### src/rtl/serial_compare_ctrl_pkg.sv
// Shared definitions for the serial compare sequencer: FSM states,
// 2-bit result codes and the code-to-flag decoder.
package serial_compare_ctrl_pkg;

    typedef enum logic {
        S_IDLE = 1'b0,
        S_RUN  = 1'b1
    } state_t;

    localparam logic [1:0] RES_GT = 2'd0;
    localparam logic [1:0] RES_EQ = 2'd1;
    localparam logic [1:0] RES_LT = 2'd2;

    // Decode a result code into the one-hot {gt, eq, lt} flag set.
    function automatic logic [2:0] res_flags(input logic [1:0] code);
        logic [2:0] f;
        f = '0;
        case (code)
            RES_GT:  f = 3'b100;
            RES_EQ:  f = 3'b010;
            RES_LT:  f = 3'b001;
            default: f = '0;
        endcase
        return f;
    endfunction

endpackage

### src/rtl/serial_compare_ctrl_slice.sv
// Purely combinational 2-bit unsigned magnitude comparator slice.
// x = {a1,a0} > {b1,b0}, y = equal, z = less-than.
module cmp_slice_2bit (
    input  logic a1,
    input  logic a0,
    input  logic b1,
    input  logic b0,
    output logic x,
    output logic y,
    output logic z
);

    logic hi_eq;

    // Compare MSB first; the LSB only decides when the MSBs match.
    always_comb begin
        hi_eq = ~(a1 ^ b1);
        x     = (a1 & ~b1) | (hi_eq & a0 & ~b0);
        y     = hi_eq & ~(a0 ^ b0);
        z     = (~a1 & b1) | (hi_eq & ~a0 & b0);
    end

endmodule

### src/rtl/serial_compare_ctrl.sv
// Serial magnitude comparator: steps one 2-bit slice over the captured
// operands, MSB pair first, with a start/busy/done handshake and abort.
module serial_compare_ctrl
    import serial_compare_ctrl_pkg::*;
#(
    parameter int WIDTH      = 8,
    parameter bit EARLY_EXIT = 1'b1
) (
    input  logic             clk,
    input  logic             rst,
    input  logic             start,
    input  logic             abort,
    input  logic [WIDTH-1:0] a,
    input  logic [WIDTH-1:0] b,
    output logic             busy,
    output logic             done,
    output logic             gt,
    output logic             eq,
    output logic             lt
);

    localparam int NSLICE = WIDTH / 2;
    localparam int IDXW   = (NSLICE > 1) ? $clog2(NSLICE) : 1;

    state_t           state, state_nxt;
    logic [WIDTH-1:0] a_q, b_q;
    logic [IDXW-1:0]  idx;
    logic             decided, gt_s;

    logic [1:0] a_pair, b_pair;
    logic       s_gt, s_eq, s_lt;
    logic       accept, finish, last_pair, early_hit;
    logic [1:0] fin_code;

    assign a_pair = a_q[2*idx +: 2];
    assign b_pair = b_q[2*idx +: 2];

    cmp_slice_2bit u_slice (
        .a1 (a_pair[1]),
        .a0 (a_pair[0]),
        .b1 (b_pair[1]),
        .b0 (b_pair[0]),
        .x  (s_gt),
        .y  (s_eq),
        .z  (s_lt)
    );

    // Control decode: acceptance, completion and the final result code.
    // A pair decided earlier (sticky when not exiting early) outranks the
    // slice currently being examined.
    always_comb begin
        accept    = (state == S_IDLE) && start;
        last_pair = (idx == '0);
        early_hit = EARLY_EXIT && !s_eq;
        finish    = (state == S_RUN) && !abort && (early_hit || last_pair);
        if (decided)   fin_code = gt_s ? RES_GT : RES_LT;
        else if (s_gt) fin_code = RES_GT;
        else if (s_lt) fin_code = RES_LT;
        else           fin_code = RES_EQ;
    end

    // State register.
    always_ff @(posedge clk or posedge rst) begin
        if (rst) state <= S_IDLE;
        else     state <= state_nxt;
    end

    // Next-state logic: abort outranks completion while running.
    always_comb begin
        state_nxt = state;
        case (state)
            S_IDLE:  if (start)       state_nxt = S_RUN;
            S_RUN:   if (abort)       state_nxt = S_IDLE;
                     else if (finish) state_nxt = S_IDLE;
            default: state_nxt = S_IDLE;
        endcase
    end

    // Output logic.
    always_comb begin
        busy = (state == S_RUN);
    end

    // Operand capture, slice index, sticky decision and result flags.
    always_ff @(posedge clk or posedge rst) begin
        if (rst) begin
            a_q     <= '0;
            b_q     <= '0;
            idx     <= '0;
            decided <= 1'b0;
            gt_s    <= 1'b0;
            done    <= 1'b0;
            gt      <= 1'b0;
            eq      <= 1'b0;
            lt      <= 1'b0;
        end else begin
            done <= finish;
            if (accept) begin
                a_q     <= a;
                b_q     <= b;
                idx     <= IDXW'(NSLICE - 1);
                decided <= 1'b0;
                gt_s    <= 1'b0;
            end else if ((state == S_RUN) && !abort && !finish) begin
                idx <= idx - 1'b1;
                if (!decided && !s_eq) begin
                    decided <= 1'b1;
                    gt_s    <= s_gt;
                end
            end
            if (finish) {gt, eq, lt} <= res_flags(fin_code);
        end
    end

endmodule

### config.mk
export PLATFORM = sky130hd
export DESIGN_NAME = serial_compare_ctrl
export DESIGN_NICKNAME = d
export VERILOG_FILES = /design/src/rtl/serial_compare_ctrl_pkg.sv /design/src/rtl/serial_compare_ctrl_slice.sv /design/src/rtl/serial_compare_ctrl.sv
export SDC_FILE = /design/constraint.sdc
export NUM_CORES = 1
export LEC_CHECK = 0
export BUFFER_PORTS_ARGS = -buffer_cell sky130_fd_sc_hd__buf_2
export CORE_MARGIN = 1.5
export CORE_UTILIZATION = 50
export CTS_BUF_LIST = sky130_fd_sc_hd__clkbuf_8
export CTS_CLUSTER_SIZE = 20
export DETAILED_ROUTE_END_ITERATION = 8
export PLACE_DENSITY = 0.75
export SLEW_MARGIN = 20
export SYNTH_ARGS = -nofsm -noshare
export SYNTH_HDL_FRONTEND = slang
export SYNTH_SLANG_ARGS = --single-unit
### constraint.sdc
create_clock -name clk -period 2.7 [get_ports clk]
set_input_delay 0.27 -clock clk [delete_from_list [all_inputs] [get_ports clk]]
set_output_delay 0.27 -clock clk [all_outputs]
set_load 0.01 [all_outputs]
# Word level (Yosys, flattened, before mapping)
# Cells that the tools add are included.
[totals]
output_inout_bits = 5
mem_bits_rw = 0
rom_bits = 0
input_bits = 20
register_bits = 25
n_memories = 0
latchBits = 0
word_cells = 65
[classes]
add_sub_neg = 1
n_mux = 17
n_bitwise = 18
div_mod_pow = 0
multipliers = 0
magnitude_cmp = 0
n_reduce_logical = 15
shifts = 2
n_eq_ne = 2
[op_table]
columns = ["op", "n"]
rows = [
  ["$shiftx 8x4->2", 2],
  ["$mux 2", 6],
  ["$mux 1", 9],
  ["$pmux 3 s3", 1],
  ["$and 1x1->1", 7],
  ["$not 1->1", 7],
  ["$logic_and 1x1->1", 5],
  ["$logic_not 1->1", 4],
  ["$logic_not 2->1", 2],
  ["$reduce_bool 2->1", 2],
  ["$eq 2x1->1 const B", 1],
  ["$eq 2x2->1 const B", 1],
  ["$or 1x1->1", 2],
  ["$pmux 1 s2", 1],
  ["$reduce_and 2->1", 1],
  ["$sub 2x1->2 const B", 1],
  ["$xor 1x1->1", 2],
  ["$logic_or 1x1->1", 1],
]

# Longest topological paths before layout
# Gate-level depths: netlist (run 1).
[depth]
ltp_word = 11
ltp_mapped = 8
depth_no_buf = 7

# By module
# Synthesis (run 1) repeated with hierarchy kept, for this count alone.
[hier_totals]
cells_unflattened = 79
hier_area_um2 = 1174.9
[modules_own_cells]
columns = ["module", "cells_per_inst", "n_inst", "area_each_um2"]
rows = [
  ["serial_compare_ctrl", 69, 1, 1103.6],
  ["cmp_slice_2bit", 10, 1, 71.3],
]

# Worst setup path after synthesis (run 1)
# OpenSTA, ideal clock, no wires.
[synth_path]
path_kind = "reg2reg"
from = "register idx[0]"
to = "register eq"
path_stages_with_launch = 7
arrival_ps = 2061
slack_ps = 514
cell_sequence = "dfrtp_1 > buf_6 > mux4_2 > ha_1 > inv_1 > o311a_4 > mux2_4"
[synth_lines]
columns = ["item", "line_no", "rtl"]
rows = [
  ["start, declared", "serial_compare_ctrl.sv:27", "logic [IDXW-1:0] idx;"],
  ["start signal, assigned", "serial_compare_ctrl.sv:101", "idx <= IDXW'(NSLICE - 1);"],
  ["start signal, assigned", "serial_compare_ctrl.sv:105", "idx <= idx - 1'b1;"],
  ["$shiftx 8x4->2 (on tied branches)", "serial_compare_ctrl.sv:35, serial_compare_ctrl.sv:36", ""],
  ["$xor 1x1->1 (on tied branches)", "serial_compare_ctrl_slice.sv:17, serial_compare_ctrl_slice.sv:19", ""],
  ["$not 1->1 (on tied branches)", "serial_compare_ctrl_slice.sv:17, serial_compare_ctrl_slice.sv:19", ""],
  ["$and 1x1->1", "serial_compare_ctrl_slice.sv:19", "y = hi_eq & ~(a0 ^ b0);"],
  ["$logic_not 1->1", "serial_compare_ctrl.sv:54", "early_hit = EARLY_EXIT && !s_eq;"],
  ["$logic_or 1x1->1 (*)", "serial_compare_ctrl.sv:55", "finish = (state == S_RUN) && !abort && (early_hit || last_pair);"],
  ["$logic_and 1x1->1 (*)", "serial_compare_ctrl.sv:55", ""],
  ["via finish", "serial_compare_ctrl.sv:32", "logic accept, finish, last_pair, early_hit;"],
  ["end signal, assigned", "serial_compare_ctrl.sv:111", "if (finish) {gt, eq, lt} <= res_flags(fin_code);"],
  ["end, declared", "serial_compare_ctrl.sv:18", "output logic eq,"],
]
# The timed path passes the listed nets; every way through them passes the cells marked *.
# A chain may end at the register's enable or synchronous reset.

# Worst setup path in the final report (run 1)
[layout_path]
from = "register idx[0]"
to = "register idx[0]"
[layout_via]
elab_chain_len = 10
[layout_rtl]
columns = ["item", "line_no", "rtl"]
rows = [
  ["$shiftx 8x4->2 (on tied branches)", "serial_compare_ctrl.sv:35, serial_compare_ctrl.sv:36", ""],
  ["$xor 1x1->1 (on tied branches)", "serial_compare_ctrl_slice.sv:17, serial_compare_ctrl_slice.sv:19", ""],
  ["$not 1->1 (on tied branches)", "serial_compare_ctrl_slice.sv:17, serial_compare_ctrl_slice.sv:19", ""],
  ["$and 1x1->1", "serial_compare_ctrl_slice.sv:19", ""],
  ["$logic_not 1->1", "serial_compare_ctrl.sv:54", ""],
  ["$logic_or 1x1->1", "serial_compare_ctrl.sv:55", ""],
  ["$logic_and 1x1->1", "serial_compare_ctrl.sv:55", ""],
  ["$logic_not 1->1", "serial_compare_ctrl.sv:104", "end else if ((state == S_RUN) && !abort && !finish) begin"],
  ["$logic_and 1x1->1", "serial_compare_ctrl.sv:104", ""],
  ["$reduce_bool 2->1 (no line)", "-", ""],
]
# Parallel ways exist; a longest one is shown, timed or not. The select of a mux whose other input is x is not followed.

==> flow_summary.ini, run 1 <==
[outcome]
outcome = finished clean

[die]
fp.dieH_um = 52.6
fp-row-count = 17
start_util_pct = 54.0
core_um2 = 2280
die_width_um = 52.6
ios = 25
die_area_um2 = 2770

[timing]
fin_crit_ns = 2.45
rsz0062_at_grt = no
whs_ns = 0.187
maxSlewHeadroom_pct = 40.0
hold_violations = 0
setup_viol = 0
max_freq_ghz = 0.409
min_period_over_period_pct = 90.7
fin_setup_tns_ns = 0
worst_pin_slew_ns = 0.899
skew_ns = 0.00144
drv_slew = 0

[synthesis]
synth_cell_types = 27
synth_nets = 143
synth_common_cells = nand2_1, dfrtp_1, inv_1
postSynthCellCount = 120
syn_avg_cell_area_um2 = 10.2
async_flop_share_pct = 100
synthTopCellsByArea = dfrtp_1, nand2_1, mux4_2
synth-seq-cells = 25
syn_area_um2 = 1230
netlist.area_leader.share_pct = 50.9
ys.flop_type = dfrtp_1
yosysTopAreaCell = dfrtp_1
ys_seq_area_share_pct = 50.9
synth_edf_count = 0
yosysWarnings = 0
synth.most_common_cell = nand2_1

[cts]
path_clk_slew_ns = 0.08
cts_setup_buffers = 0
tritoncts.num_buffers = 3
cts_hold_buffers = 0
root_buffer = clkbuf_8
cts_resized = 0
cts_max_level = 1
clock_sinks = 25
cts_buffer_depth = 2
cts_tree = yes
clock_latency_ns = 0.27

[hold_path]
hold_path.class = in -> async

[power_and_ir_drop]
p_sw_uw = 660
p_comb_share_pct = 48.0
clockPowerShare_pct = 12.4
p_per_area_nw_per_um2 = 1220
intPower_mw = 1.06
p_leak_nw = 0.748
power_frac_seq_pct = 39.7
max-vdd-ir-drop_mv = 0.649
swShare_pct = 38.3

[grt]
grt_pass1_wl_um = 3740
gr-total-overflow = 0
grt_pass1_vias = 841
antenna_found_initial = 0
grt_max_degree = 26
grtUsageTotal_pct = 19.1

[critical_path]
path_max_fanout = 6
critPathLaunchType = flip-flop
cp-end-kind = flip-flop
path_class = reg -> reg
worstPathRequired_ns = 2.82
critPathArrivalTime_ns = 2.57

[drt]
via_per_inst = 5.15
post-route-drc-count = 0
routed_wl_um = 2150
vias = 886
firstDrtPassIters = 4
drt.antenna.violating_nets = 0
drtIter0Drc = 14
post_drt_wl_per_cell_um = 12.5

[cells_and_area]
post-route-util_pct = 62.0
nNetsFinal = 168
area_delta_synth_final_pct = 14.8
antennaDiodeCount = 0
drive_above_1_share_pct = 27.1

[placement]
gp_congestion = 0.824
post-dp-hpwl_um = 1630
io_buffers = 24

[flow_run]
cap_violations = 0
==> registers in the layout, indices dropped and copies added, names as in the netlist <==
name and cells:
a_q 8, b_q 8, idx 2, busy 1, decided 1, done 1
eq 1, gt 1, gt_s 1, lt 1
==> power groups by stage <==
stage	Sequential [mW]	Clock [mW]	Combinational [mW]
2_1_floorplan	0.652	0	0.692
5_1_grt	0.710	0.240	0.932
6_report	0.683	0.213	0.825
3_5_place_dp	0.693	0	0.830
3_3_place_gp	0.686	0	0.797
4_1_cts	0.683	0.220	0.839
==> metrics by stage <==
step	setup slack, ns	std cells	power [mW]	instance area, µm²
after floorplan	0.514	120	1.34	1230
after global placement	0.335	168	1.48	1370
after detailed placement	0.268	168	1.52	1370
after CTS	0.229	172	1.74	1410
after global routing	0.0983	172	1.88	1410
final	0.252	172	1.72	1410
==> worst paths after layout <==
path	slack, ns	startpoint	depth (start not counted)	end
hold reg to reg	0.48	b_q[5]$_DFFE_PP0P_	2	b_q[5]$_DFFE_PP0P_
setup reg to reg	0.25	idx[0]$_DFFE_PP0P_	6	idx[0]$_DFFE_PP0P_
max in group asynchronous	1.97	rst	2	b_q[2]$_DFFE_PP0P_
hold / removal	0.19	rst	2	b_q[3]$_DFFE_PP0P_
setup / recovery	0.25	idx[0]$_DFFE_PP0P_	6	idx[0]$_DFFE_PP0P_
min in group clk	0.19	b[2]	3	b_q[2]$_DFFE_PP0P_
==> worst max-delay path, cell delays in order, from the launching register on <==
cell	delay, ns
dfrtp_1	0.57
mux4_2	0.57
ha_1	0.35
inv_1	0.10
nor4_2	0.45
xnor2_1	0.18
nand2_1	0.08
==> area by class of cell <==
| cell class | count | area (µm²) |
|---|---|---|
| Clock buffer | 3 | 41.3 |
| Clock inverter | 1 | 3.75 |
| Fill cell | 199 | 865 |
| Timing Repair Buffer | 25 | 128 |
| Sequential cell | 25 | 626 |
| Inverter | 9 | 36.3 |
| Multi-Input combinational cell | 81 | 542 |
| Tap cell | 28 | 35.0 |
==> layout by cell type, fill, tap and decap left out, drive strengths merged, types with 2 or more instances in the layout <==
cell type and count:
dfrtp 25, nand2b 2, clkbuf 3, inv 10, xor2 4, nand2 50
mux4 5, ha 3, buf 25
==> logic make-up after synthesis <==
| logic type | synth area share (%) |
|---|---|
| and+or+nand+nor | 20.3 |
| DFF | 50.9 |
| buffers and inverters | 5.09 |
| AOI/OAI and AO/OA | 6.71 |
| muxes | 10.4 |
| xor gates and xnor gates | 3.56 |
| adders and majority gates | 3.05 |
==> routing by layer <==
layer	share of wire, %	wire, µm	global-route usage, %
met5	0	0	0
met4	1.4	31	10.3
met3	3.5	75	2.57
met2	50	1080	31.0
met1	45	967	24.5
No activity file was read; power rests on OpenSTA's default activity.
==> inputs of run 2 (changes only) <==
--- a/config.mk
+++ b/config.mk
@@ -11,7 +11,7 @@
 export CTS_BUF_LIST = sky130_fd_sc_hd__clkbuf_8
 export CTS_CLUSTER_SIZE = 20
 export DETAILED_ROUTE_END_ITERATION = 8
-export PLACE_DENSITY = 0.75
+export PLACE_DENSITY = 0.73
 export SLEW_MARGIN = 20
 export SYNTH_ARGS = -nofsm -noshare
 export SYNTH_HDL_FRONTEND = slang
==> run 2 against run 1 <==
Compared with the run above:
- sequential share of layout area is essentially flat
- global-route usage grew 2.2 points
- worst setup slack gained 0.023 ns
- via count shrank 0.34%
- non-clock buffer count is the same
- highest routed layer unchanged
- clock power grew 4%
- total power grew 1.1%
- clock-buffer cell count is the same
- critical path type unchanged
- cell count is the same
- wire length grew 6.2%
- largest power group unchanged
- clock skew grew 0.0048 ns
==> flow_summary.ini, run 2 (synthesis gave the netlist of run 1 again) <==
[placement]
place_ws_ns = 0.293
gp_congestion = 0.769
post-dp-hpwl_um = 1670
io_buffers = 24
place_inst = 168

[cts]
cts_max_level = 1
cts_setup_buffers = 0
clock_latency_ns = 0.27
clock_sinks = 25
path_clk_slew_ns = 0.09
cts_tree = yes
cts_buffer_depth = 2
cts_resized = 0
tritoncts.num_buffers = 3
root_buffer = clkbuf_8
cts_hold_buffers = 0

[cells_and_area]
area_delta_synth_final_pct = 14.9
final_cell_mix = nand2_1, dfrtp_1, buf_2
final_common_cell = nand2_1
drive_above_1_share_pct = 27.8
fin_cells = 172
top_regs = a_q x8, b_q x8, idx x2
nNetsFinal = 168
antennaDiodeCount = 0

[grt]
grt_max_degree = 26
antenna_found_initial = 0
grtUsageTotal_pct = 21.2
grt_pass1_wl_um = 4190
gr-total-overflow = 0
grt_pass1_vias = 934

[hold_path]
hold_path.class = in -> reg
min_to = b_q[3]$_DFFE_PP0P_
whs_path_depth = 3
hp-start = b[3]

[critical_path]
worstPathRequired_ns = 2.86
reg2reg_slack_ns = 0.27
cp-end-kind = flip-flop
r2r_end = eq$_DFFE_PP0P_
r2r-start = idx[0]$_DFFE_PP0P_
rr_worst_depth = 5
path_max_fanout = 6
critPathArrivalTime_ns = 2.59
critPathLaunchType = flip-flop
path_class = reg -> reg

[timing]
skew_ns = 0.00626
max_freq_ghz = 0.412
drv_slew = 0
maxSlewHeadroom_pct = 37.1
worst_pin_slew_ns = 0.942
fin_crit_ns = 2.43
hold_violations = 0
fin_setup_tns_ns = 0
min_period_over_period_pct = 89.8
rsz0062_at_grt = no
setup_viol = 0
setup_slack_ns = 0.275

[die]
fp.dieH_um = 52.6
die_area_um2 = 2770
fp-row-count = 17
ios = 25
start_util_pct = 54.0
core_um2 = 2280
die_width_um = 52.6

[drt]
post_drt_wl_per_cell_um = 13.3
via_per_inst = 5.13
drt.antenna.violating_nets = 0
routed_wl_um = 2280
drtIter0Drc = 12
post-route-drc-count = 0
firstDrtPassIters = 4
vias = 883

[power_and_ir_drop]
p_leak_nw = 0.746
p_per_area_nw_per_um2 = 1230
max-vdd-ir-drop_mv = 0.678

[outcome]
outcome = finished clean

[flow_run]
cap_violations = 0
## run 2: worst max-delay path, stage by stage, from the launching register on
cell and delay, ns:
dfrtp_1 0.58, mux4_2 0.57, ha_1 0.35, inv_1 0.10, o311a_4 0.41, mux2_4 0.30
## run 2: report_power, final
group | internal (mW) | switching, mW
combinational | 0.420 | 0.414
clock | 0.103 | 0.118
sequential | 0.537 | 0.147
total | 1.06 | 0.679
## run 2: worst max-delay path by stage
stage / depth (start not counted) / slack, ns / end / start
2_1_floorplan: 6 / 0.51 / eq$_DFFE_PP0P_ / idx[0]$_DFFE_PP0P_
3_3_place_gp: 5 / 0.33 / eq$_DFFE_PP0P_ / idx[0]$_DFFE_PP0P_
3_5_place_dp: 5 / 0.29 / eq$_DFFE_PP0P_ / idx[0]$_DFFE_PP0P_
4_1_cts: 5 / 0.27 / eq$_DFFE_PP0P_ / idx[0]$_DFFE_PP0P_
5_1_grt: 6 / 0.08 / idx[0]$_DFFE_PP0P_ / idx[0]$_DFFE_PP0P_
6_report: 5 / 0.27 / eq$_DFFE_PP0P_ / idx[0]$_DFFE_PP0P_
## run 2: layout make-up
type / instances / area (µm²)
repair buffers: 25 / 128
clock buffers: 3 / 41.3
inverters: 9 / 36.3
well taps: 28 / 35.0
clock inverters: 1 / 5.00
multi-input cells: 81 / 542
fillers: 187 / 863
flip-flops and latches: 25 / 626
## run 2: stage by stage
stage	hold slack (ns)	instance area [µm²]	total power [mW]	utilization [%]
floorplan	0.297	1230	1.34	-
global placement	0.458	1370	1.48	60.0
detailed placement	0.462	1370	1.53	60.0
CTS	0.181	1410	1.75	62.1
global route	0.174	1410	1.90	62.1
finish	0.181	1410	1.74	62.1
## run 2: routing by layer
metal	wire length [µm]	vias up	GRT usage [%]
li1	-	434	-
met1	975	424	25.0
met2	1200	18	37.3
met3	60	7	3.71
met4	52	0	9.83
met5	0	-	0
